===== config.mk =====
export PLATFORM = sky130hd
export DESIGN_NAME = vram_arbiter_flat
export DESIGN_NICKNAME = d
export VERILOG_FILES = /design/src/rtl/vram_arbiter_if.sv /design/src/rtl/vram_arbiter.sv /design/src/flat_wrapper.sv
export SDC_FILE = /design/constraint.sdc
export NUM_CORES = 1
export LEC_CHECK = 0
export CAP_MARGIN = 20
export CORE_MARGIN = 3
export CORE_UTILIZATION = 38
export CTS_BUF_LIST = sky130_fd_sc_hd__clkbuf_8
export DETAILED_ROUTE_END_ITERATION = 12
export PLACE_DENSITY = 0.83
export SYNTH_ARGS = -nofsm -noshare
export SYNTH_HDL_FRONTEND = slang
export SYNTH_SLANG_ARGS = --single-unit

===== constraint.sdc =====
create_clock -name clk -period 5.5 [get_ports clk]
set_clock_uncertainty 0.05 [all_clocks]
set_input_delay 1.375 -clock clk [delete_from_list [all_inputs] [get_ports clk]]
set_output_delay 1.375 -clock clk [all_outputs]
set_load 0.02 [all_outputs]

===== src/rtl/vram_arbiter_if.sv =====
// CPU request/ack channel plus the single-port video RAM bus.
// The arbiter takes the slave view; the requester/RAM environment takes the master view.
// The CPU holds req/we/addr/wdata stable until ack; the RAM answers reads one cycle after issue.
interface vram_arbiter_if #(
  parameter int ADDR_W = 15,
  parameter int DATA_W = 8
);
  logic              cpu_req;
  logic              cpu_we;
  logic [ADDR_W-1:0] cpu_addr;
  logic [DATA_W-1:0] cpu_wdata;
  logic              cpu_ack;
  logic [DATA_W-1:0] cpu_rdata;
  logic [ADDR_W-1:0] mem_addr;
  logic              mem_we;
  logic [DATA_W-1:0] mem_wdata;
  logic [DATA_W-1:0] mem_rdata;

  // Requester and RAM side.
  modport master (
    output cpu_req, cpu_we, cpu_addr, cpu_wdata,
    input  cpu_ack, cpu_rdata,
    input  mem_addr, mem_we, mem_wdata,
    output mem_rdata
  );

  // Arbiter side.
  modport slave (
    input  cpu_req, cpu_we, cpu_addr, cpu_wdata,
    output cpu_ack, cpu_rdata,
    output mem_addr, mem_we, mem_wdata,
    input  mem_rdata
  );
endinterface


===== src/rtl/vram_arbiter.sv =====
// Shares one single-port video RAM between VGA scanout (fixed-priority slots) and a CPU port.
// Latency: pixel/pixel_valid trail column/rgb_en by 2 cycles; a CPU access acks 1 cycle after issue.
// Backpressure: a CPU request that lands on a display slot stalls in IDLE for one cycle.
module vram_arbiter #(
  parameter int H_ACTIVE = 640,
  parameter int V_ACTIVE = 480,
  parameter int FB_WIDTH = H_ACTIVE / 4,
  parameter int ADDR_W   = 15,
  parameter int DATA_W   = 8
) (
  input  logic              clk,
  input  logic              rst,
  input  logic              rgb_en,
  input  logic [9:0]        column,
  input  logic [9:0]        row,
  vram_arbiter_if.slave     bus,
  output logic [DATA_W-1:0] pixel,
  output logic              pixel_valid
);

  typedef enum logic {IDLE, DONE} state_t;

  state_t            r_state;
  logic              r_cpu_we;      // direction of the access currently in flight
  logic              r_tag_disp;    // 1 = previous cycle's RAM read belonged to scanout
  logic [DATA_W-1:0] r_cpu_rdata;
  logic [DATA_W-1:0] r_pix;
  logic              r_en_d1;
  logic              r_en_d2;

  logic [7:0]        w_row_blk;
  logic [7:0]        w_col_blk;
  logic [ADDR_W-1:0] w_disp_addr;
  logic              w_disp_slot;
  logic              w_cpu_issue;
  logic              w_cpu_return;

  // Each stored pixel covers a 4x4 screen block.
  assign w_row_blk = row[9:2];
  assign w_col_blk = column[9:2];

  // A 160-word row stride is 128+32, so the row multiply collapses to two shifts and an add.
  if (FB_WIDTH == 160) begin : g_shift_add
    assign w_disp_addr = ADDR_W'({w_row_blk, 7'b0}) + ADDR_W'({w_row_blk, 5'b0})
                       + ADDR_W'(w_col_blk);
  end else begin : g_mul
    assign w_disp_addr = ADDR_W'(w_row_blk * FB_WIDTH) + ADDR_W'(w_col_blk);
  end

  // Scanout fetches once per 4-column block; the CPU only issues from IDLE on non-slot cycles.
  assign w_disp_slot  = rgb_en && (column[1:0] == 2'b00) && (row < 10'(V_ACTIVE));
  assign w_cpu_issue  = (r_state == IDLE) && bus.cpu_req && !w_disp_slot;
  assign w_cpu_return = (r_state == DONE) && !r_tag_disp && !r_cpu_we;

  // Per-cycle port ownership: display slot first, then an issuing CPU, otherwise parked at 0.
  always_comb begin
    bus.mem_addr  = '0;
    bus.mem_we    = 1'b0;
    bus.mem_wdata = '0;
    if (w_disp_slot) begin
      bus.mem_addr = w_disp_addr;
    end else if (w_cpu_issue) begin
      bus.mem_addr  = bus.cpu_addr;
      bus.mem_we    = bus.cpu_we && !rst;
      bus.mem_wdata = bus.cpu_wdata;
    end
  end

  // CPU FSM: issue from IDLE, ack in DONE, always fall back to IDLE without sampling cpu_req.
  always_ff @(posedge clk) begin
    if (rst) begin
      r_state  <= IDLE;
      r_cpu_we <= 1'b0;
    end else begin
      case (r_state)
        IDLE: begin
          if (w_cpu_issue) begin
            r_state  <= DONE;
            r_cpu_we <= bus.cpu_we;
          end
        end
        DONE:    r_state <= IDLE;
        default: r_state <= IDLE;
      endcase
    end
  end

  // Read-return tag and scanout pipeline: latch the fetched pixel and delay rgb_en to match.
  always_ff @(posedge clk) begin
    if (rst) begin
      r_tag_disp <= 1'b0;
      r_pix      <= '0;
      r_en_d1    <= 1'b0;
      r_en_d2    <= 1'b0;
    end else begin
      r_tag_disp <= w_disp_slot;
      if (r_tag_disp) begin
        r_pix <= bus.mem_rdata;
      end
      r_en_d1 <= rgb_en;
      r_en_d2 <= r_en_d1;
    end
  end

  // Hold the last CPU read value so writes leave cpu_rdata unchanged.
  always_ff @(posedge clk) begin
    if (rst) begin
      r_cpu_rdata <= '0;
    end else if (w_cpu_return) begin
      r_cpu_rdata <= bus.mem_rdata;
    end
  end

  // Reset kills an in-flight ack immediately; read data is passed straight through in DONE.
  assign bus.cpu_ack   = (r_state == DONE) && !rst;
  assign bus.cpu_rdata = (w_cpu_return && !rst) ? bus.mem_rdata : r_cpu_rdata;
  assign pixel_valid   = r_en_d2;
  assign pixel         = r_en_d2 ? r_pix : '0;

endmodule


===== src/flat_wrapper.sv =====
// flat-port wrapper written by rule: the top's interface ports become plain ports
module vram_arbiter_flat 
#(
  parameter int H_ACTIVE = 640,
  parameter int V_ACTIVE = 480,
  parameter int FB_WIDTH = H_ACTIVE / 4,
  parameter int ADDR_W   = 15,
  parameter int DATA_W   = 8
)
  (clk, rst, rgb_en, column, row, pixel, pixel_valid, bus_cpu_req, bus_cpu_we, bus_cpu_addr, bus_cpu_wdata, bus_cpu_ack, bus_cpu_rdata, bus_mem_addr, bus_mem_we, bus_mem_wdata, bus_mem_rdata);
  vram_arbiter_if #(.ADDR_W(ADDR_W), .DATA_W(DATA_W)) bus_i ();
  input  logic clk;
  input  logic rst;
  input  logic rgb_en;
  input  logic [9:0] column;
  input  logic [9:0] row;
  output logic [DATA_W-1:0] pixel;
  output logic pixel_valid;
  input wire logic [$bits(bus_i.cpu_req)-1:0] bus_cpu_req;
  input wire logic [$bits(bus_i.cpu_we)-1:0] bus_cpu_we;
  input wire logic [$bits(bus_i.cpu_addr)-1:0] bus_cpu_addr;
  input wire logic [$bits(bus_i.cpu_wdata)-1:0] bus_cpu_wdata;
  output wire logic [$bits(bus_i.cpu_ack)-1:0] bus_cpu_ack;
  output wire logic [$bits(bus_i.cpu_rdata)-1:0] bus_cpu_rdata;
  output wire logic [$bits(bus_i.mem_addr)-1:0] bus_mem_addr;
  output wire logic [$bits(bus_i.mem_we)-1:0] bus_mem_we;
  output wire logic [$bits(bus_i.mem_wdata)-1:0] bus_mem_wdata;
  input wire logic [$bits(bus_i.mem_rdata)-1:0] bus_mem_rdata;
  assign bus_i.cpu_req = bus_cpu_req;
  assign bus_i.cpu_we = bus_cpu_we;
  assign bus_i.cpu_addr = bus_cpu_addr;
  assign bus_i.cpu_wdata = bus_cpu_wdata;
  assign bus_cpu_ack = bus_i.cpu_ack;
  assign bus_cpu_rdata = bus_i.cpu_rdata;
  assign bus_mem_addr = bus_i.mem_addr;
  assign bus_mem_we = bus_i.mem_we;
  assign bus_mem_wdata = bus_i.mem_wdata;
  assign bus_i.mem_rdata = bus_mem_rdata;
  vram_arbiter #(.H_ACTIVE(H_ACTIVE), .V_ACTIVE(V_ACTIVE), .FB_WIDTH(FB_WIDTH), .ADDR_W(ADDR_W), .DATA_W(DATA_W)) u_core (.clk(clk), .rst(rst), .rgb_en(rgb_en), .column(column), .row(row), .bus(bus_i), .pixel(pixel), .pixel_valid(pixel_valid));
endmodule

# == Word level (Yosys, flattened, before mapping) ==
# Index checks and enable logic that the tools add are counted.
# classes
muxes,10
n_reduce_logical,15
magnitude_cmp,1
addsub,2
bitwise,1
# op_table
op,n
$mux W8,4
$mux W15,2
$add A15 B13 Y15,1
$add A15 B8 Y15,1
$lt A10 B9 Y1 const B,1
$logic_and A1 B1 Y1,9
$logic_not A1 Y1,4
$mux W1,3
$logic_not A2 Y1,1
$pmux W1 S2,1
$reduce_and A2 Y1,1
$not A1 Y1,1
# totals
ff_bits,21
wordCells,36
output_inout_bits,42

# == Logic depth before layout (Yosys ltp) ==
# Gate-level depths: netlist of run 1.
# logic_depth
ltp_word,7
mapped_depth,8
mapped_depth_nobuf,8

# == Worst setup path before layout of run 1 ==
# Ideal clock, no wire load.
# synth_path
kind,input port to output port
from,in column[9]
to,out bus_mem_addr[12]
slack_ns,0.657
arrival_ns,3.418
cell_stages,8
path_cell_list,inv_1 > fa_1 > inv_1 > fa_1 > a211oi_2 > o21bai_1 > a211o_1 > a32o_1
# synth_between
elab_chain_cells,2
# synth_lines
item,line,source
start: declaration,flat_wrapper.sv:15,input logic [9:0] column;
$add A15 B8 Y15,vram_arbiter.sv:45,+ ADDR_W'(w_col_blk);
$mux W15,vram_arbiter.sv:60,if (w_disp_slot) begin
end: declaration,flat_wrapper.sv:25,output wire logic [$bits(bus_i.mem_addr)-1:0] bus_mem_addr;
# No other way between the ends.

# == Worst setup path after layout of run 1 ==
# Same ends and word-level chain as after synthesis.

==> impl_metrics.env, run 1 <==
export IMPL_cts_hold_buf=0
export IMPL_ys_async_sr_fraction_pct=0
export IMPL_syn_area_per_cell_um2=9.52
export IMPL_rows=22
export IMPL_p_int_uw=315
export IMPL_grt_max_degree=24
export IMPL_clock_sinks=21
export IMPL_relSlewSlack_pct=55.5
export IMPL_synthDistinctLibCells=40
export IMPL_wl_per_cell_um=13.6
export IMPL_synth_area_um2=1540
export IMPL_syn_nets=235
export IMPL_area_delta_synth_final_pct=70.3
export IMPL_pwr_share_comb_pct=42.9
export IMPL_cts_setup_buffers=0
export IMPL_num_vias=1569
export IMPL_critPathMaxFanout=3
export IMPL_grt_overflow=0
export IMPL_dr_pass1_iters=4
export IMPL_cp_arrival_ns=3.91
export IMPL_drt_total_wl_um=4240
export IMPL_grt_util_all_layers_pct=17.6
export IMPL_synth_edff_count=0
export IMPL_clkPwrFrac_pct=21.8
export IMPL_die_x_um=69.7
export IMPL_fin_util_pct=69.2
export IMPL_setup_worst_path_end_class="primary output"
export IMPL_grt_use_met3_pct=6.52
export IMPL_switchingPower_uw=139
export IMPL_synth_top_cells_by_area="dfxtp_1 27%, ha_1 12%, a22o_1 9.1%"
export IMPL_pwr_share_seq_pct=35.3
export IMPL_drive_gt1_share_pct=13.3
export IMPL_fmax_ghz=0.188
export IMPL_worstPathRequired_ns=4.07
export IMPL_timing_setup_tns_ns=0
export IMPL_initial_core_util_pct=40.6
export IMPL_yosysTopAreaCellShare_pct=27.3
export IMPL_power_density_nw_per_um2=173
export IMPL_cp_start_kind="input port"
export IMPL_clock_latency_ns=0.26
export IMPL_cts_root_buf="clkbuf_8"
export IMPL_design_power_total_uw=454
export IMPL_hp_class="reg2reg"
export IMPL_drv_slew=0
export IMPL_rsz0062_at_grt="no"
export IMPL_pre_cts_slack_ns=-0.344
export IMPL_ys_seq_area_share_pct=27.3
export IMPL_yosysWarnings=0
export IMPL_grt_pass1_wl_um=7040
export IMPL_synthCells=162
export IMPL_drc=0
export IMPL_antenna_found_initial=0
export IMPL_p_leak_uw=0.00110
export IMPL_grt_pass1_vias=1643
export IMPL_met1_usage_pct=19.4
export IMPL_cts_tree="built"
export IMPL_setup_viol=0
export IMPL_layout_common_cells="88 x clkdlybuf4s50_1, 21 x dfxtp_1, 18 x and2_1, 16 x a22o_1, 14 x ha_1"
export IMPL_max_slew_worst_pin_slew_ns=0.668
export IMPL_maxCapViolCount=0
export IMPL_io_pins=98
export IMPL_path_class="in2out"
export IMPL_path_clk_slew_ns=0.07
export IMPL_die_area_um2=4860
export IMPL_clockBufferDepth=2
export IMPL_switching_share_pct=30.6
export IMPL_layout_nets=338
export IMPL_die_h_um=69.7
export IMPL_antenna_cells=0
export IMPL_status="completed"
export IMPL_ys_seq_elements=21
export IMPL_busiest_layer="met2"
export IMPL_hpwl_um=3600
export IMPL_instances_no_fill=312
export IMPL_yosys_most_used_dff="dfxtp_1"
export IMPL_place_congestion=0.843
export IMPL_cts_inserted_buffers=3
export IMPL_h_tree_depth=1
export IMPL_vdd_ir_drop_max_v=0.0000844
export IMPL_postRouteAntennaNets=0
export IMPL_yosysTopAreaCell="dfxtp_1"
export IMPL_post_route_min_period_ns=5.33
export IMPL_hold_viol_final=0
export IMPL_postLayoutSetupSlackWorst_ns=0.168
export IMPL_grt_util_met2_pct=32.5
export IMPL_via_per_inst=5.03
export IMPL_core_um2=3800
export IMPL_dr_first_iter_drc_count=70
export IMPL_final_common_cell="clkdlybuf4s50_1"
export IMPL_placed_cells_incl_taps=308
export IMPL_finalCritPeriodShare_pct=96.9
export IMPL_numPortBuffers=95
## cells by family (layout without fill, tap and decap cells)
| kind of cell | Yosys count | count (layout) | share of synthesized area, % |
|---|---|---|---|
| xor+xnor | 3 | 3 | 1.70 |
| flops | 21 | 21 | 27.3 |
| buf+inv | 13 | 115 | 5.03 |
| compound gates | 44 | 44 | 21.6 |
| mux | 17 | 17 | 12.2 |
| simple gates | 47 | 47 | 17.5 |
| fa+ha+maj | 17 | 17 | 14.8 |
## power groups by stage
stage	Combinational (µW)	Clock (µW)	Sequential, µW
after detailed placement	192	0	164
final	195	98.9	161
after global routing	213	108	162
after CTS	193	102	161
after global placement	191	0	164
after floorplan	96.7	0	163
## per-stage QoR
stage / area (µm²) / hold slack, ns
2_1_floorplan: 1540 / 0.364
3_3_place_gp: 2570 / 0.372
3_5_place_dp: 2570 / 0.384
4_1_cts: 2630 / 0.402
5_1_grt: 2630 / 0.416
6_report: 2630 / 0.396
## registers in the layout (all words and copies together) (netlist names)
register	flops
u_core.r_cpu_rdata	8
u_core.r_pix	8
u_core.pixel_valid	1
u_core.r_cpu_we	1
u_core.r_state	1
u_core.r_tag_disp	1
u_core.r_en_d1	1
## critical path: stages
cell and delay [ns]:
clkdlybuf4s50_1 0.45, inv_1 0.05, fa_1 0.52, inv_1 0.07, fa_2 0.37, a211oi_4 0.27
o21bai_1 0.11, a211o_1 0.29, a32o_1 0.24, buf_2 0.15
## routing by layer
layer | part of all wire, % | vias to the layer above
met4 | 0 | 0
met5 | 0 | -
met2 | 49 | 70
met1 | 41 | 706
met3 | 10 | 0
li1 | - | 793
## layout make-up
type                            instances  area, µm²
Clock inverter                          1       5.00
Inverter                                6       22.5
Clock buffer                            3       41.3
Timing Repair Buffer                  105       1010
Fill cell                             310       1170
Tap cell                               48       60.1
Sequential cell                        21        420
Multi-Input combinational cell        128       1070
## synthesized netlist by cell type (all sizes together), types with 2 or more instances
library cell / instances
o211ai: 2
mux2: 8
nor2b: 3
fa: 2
xnor2: 2
ha: 15
a22o: 16
inv: 6
nand2: 6
a211o: 2
a21o: 2
mux2i: 9
a21oi: 5
dfxtp: 21
and2: 19
o21ai: 8
buf: 6
nor2: 13
a211oi: 4
## repair_timing
item                                   CTS  global route
endpoints found under the hold margin    0             0
setup endpoints to repair                6             7
pin swaps                                1             4
gates resized for setup                 12            11
## final timing paths
kind | startpoint | to | slack (ns) | depth (start not counted)
max reg2reg | u_core.r_tag_disp | u_core.r_cpu_rdata[5] | 3.84 | 3
max | column[9] | bus_mem_addr[12] | 0.17 | 10
min reg2reg | u_core.r_en_d1 | u_core.pixel_valid | 0.40 | 1
min | u_core.r_en_d1 | u_core.pixel_valid | 0.40 | 1
(Power assumes the default switching activity.)
==> run 2, diff against run 1 <==
--- a/config.mk
+++ b/config.mk
@@ -6,11 +6,14 @@
 export NUM_CORES = 1
 export LEC_CHECK = 0
 export CAP_MARGIN = 20
+export CELL_PAD_IN_SITES_DETAIL_PLACEMENT = 0
+export CELL_PAD_IN_SITES_GLOBAL_PLACEMENT = 1
 export CORE_MARGIN = 3
-export CORE_UTILIZATION = 38
+export CORE_UTILIZATION = 26
 export CTS_BUF_LIST = sky130_fd_sc_hd__clkbuf_8
+export CTS_CLUSTER_SIZE = 14
 export DETAILED_ROUTE_END_ITERATION = 12
-export PLACE_DENSITY = 0.83
+export PLACE_DENSITY = 0.81
 export SYNTH_ARGS = -nofsm -noshare
 export SYNTH_HDL_FRONTEND = slang
 export SYNTH_SLANG_ARGS = --single-unit
==> impl_metrics.env, run 2 (same netlist as run 1, synthesis figures left out) <==
export IMPL_drt_total_wl_um=4300
export IMPL_reg_top3="u_core.r_cpu_rdata x8, u_core.r_pix x8"
export IMPL_post_route_min_period_ns=5.37
export IMPL_initial_core_util_pct=27.5
export IMPL_cts_tree="built"
export IMPL_setup_worst_path_end_class="primary output"
export IMPL_hpwl_um=3560
export IMPL_dr_pass1_iters=4
export IMPL_antenna_found_initial=0
export IMPL_num_vias=1530
export IMPL_power_density_nw_per_um2=169
export IMPL_antenna_cells=0
export IMPL_relSlewSlack_pct=53.3
export IMPL_rsz0062_at_grt="yes"
export IMPL_hold_depth=1
export IMPL_path_class="in2out"
export IMPL_via_per_inst=4.54
export IMPL_reg2reg_depth=3
export IMPL_drv_slew=0
export IMPL_core_um2=5610
export IMPL_clock_sinks=21
export IMPL_cts_root_buf="clkbuf_8"
export IMPL_cp_arrival_ns=3.94
export IMPL_layout_common_cells="88 x clkdlybuf4s50_1, 21 x dfxtp_1, 18 x and2_1, 16 x a22o_1, 15 x ha_1"
export IMPL_setup_viol=0
export IMPL_grt_overflow=0
export IMPL_dr_first_iter_drc_count=45
export IMPL_postLayoutSetupSlackWorst_ns=0.134
export IMPL_hold_viol_final=0
export IMPL_grt_pass1_wl_um=7330
export IMPL_rr_endpoint="u_core.r_cpu_rdata[4]"
export IMPL_drive_gt1_share_pct=12.8
export IMPL_r2r_slack_ns=3.83
export IMPL_place_congestion=0.802
export IMPL_critPathMaxFanout=2
export IMPL_hp_start="u_core.r_en_d1"
export IMPL_io_pins=98
export IMPL_cp_start_kind="input port"
export IMPL_reg2reg_from="u_core.r_tag_disp"
export IMPL_postRouteAntennaNets=0
export IMPL_cts_inserted_buffers=3
export IMPL_placed_cells_incl_taps=333
export IMPL_worstPathRequired_ns=4.07
export IMPL_fin_util_pct=47.3
export IMPL_die_h_um=83.0
export IMPL_numPortBuffers=95
export IMPL_die_x_um=83.0
export IMPL_cts_setup_buffers=0
export IMPL_pre_cts_slack_ns=-0.345
export IMPL_wl_per_cell_um=12.8
export IMPL_drc=0
export IMPL_fmax_ghz=0.186
export IMPL_vdd_ir_drop_max_v=0.0000960
export IMPL_clockBufferDepth=2
export IMPL_final_common_cell="clkdlybuf4s50_1"
export IMPL_whs_ns=0.411
export IMPL_grt_util_all_layers_pct=12.5
export IMPL_grt_pass1_vias=1562
export IMPL_h_tree_depth=1
export IMPL_fillers=563
export IMPL_path_clk_slew_ns=0.07
export IMPL_layout_nets=339
export IMPL_finalCritPeriodShare_pct=97.6
export IMPL_min_to="u_core.pixel_valid"
export IMPL_hp_class="reg2reg"
export IMPL_clock_latency_ns=0.25
export IMPL_max_slew_worst_pin_slew_ns=0.701
export IMPL_die_area_um2=6890
export IMPL_p_leak_uw=0.00111
export IMPL_area_delta_synth_final_pct=71.8
export IMPL_grt_max_degree=17
export IMPL_rows=27
export IMPL_instances_no_fill=337
export IMPL_maxCapViolCount=0
export IMPL_status="completed"
## run 2: cell types whose count changed in the layout (fill, tap and decap cells not counted), sizes merged
cell	delta
clkbuf	-1
clkdlybuf4s15	+1
buf	+1
## run 2: how the worst max path moves through the flow
stage                     cells after the start       from          endpoint  slack (ns)
final                                        11  column[9]  bus_mem_addr[13]        0.13
after global routing                         11     row[2]  bus_mem_addr[13]       -0.03
after CTS                                    10     row[2]  bus_mem_addr[12]        0.03
after detailed placement                     10     row[2]  bus_mem_addr[12]       -0.35
after global placement                       10  column[9]  bus_mem_addr[12]       -0.35
after floorplan                               8  column[9]  bus_mem_addr[12]        0.66
## run 2: power by group
group	internal, µW	switching, µW	total [µW]
sequential	157	3.38	161
combinational	105	83.5	189
clock	50.4	47.5	97.9
total	313	134	447
## run 2: through the flow
stage	total power, µW	setup TNS, ns	area [µm²]
finish	447	0	2650
detailed placement	356	-1.12	2610
floorplan	260	0	1540
CTS	455	0	2660
global placement	355	-1.19	2610
global route	479	-0.0334	2650
## run 2: area by class of cell
class                   count  area, µm²  area share [%]
multi-input cells         128       1050            39.7
well taps                  72       90.1            3.40
clock buffers               3       41.3            1.56
repair buffers            106       1020            38.4
flip-flops and latches     21        420            15.9
clock inverters             1       5.00           0.189
inverters                   6       22.5           0.850
## run 2: per-layer routing
metal,global-route usage (%),up-vias,routed length (µm)
li1,-,796,-
met1,17.1,679,1970
met2,18.9,53,1900
met3,4.46,2,417
met4,2.23,0,15
met5,0,-,0
## run 2: critical path, stage by stage
cell and delay, ns:
clkdlybuf4s50_1 0.45, inv_1 0.05, fa_1 0.52, inv_1 0.06, buf_4 0.13, ha_1 0.32
a211oi_2 0.24, o211ai_1 0.14, and4_1 0.23, a211o_1 0.26, buf_2 0.16
## run 2: repair_timing
action,in CTS,in global routing
setup endpoints to repair,6,5
hold buffers,0,0
pin swaps,1,5
resized for setup,12,8
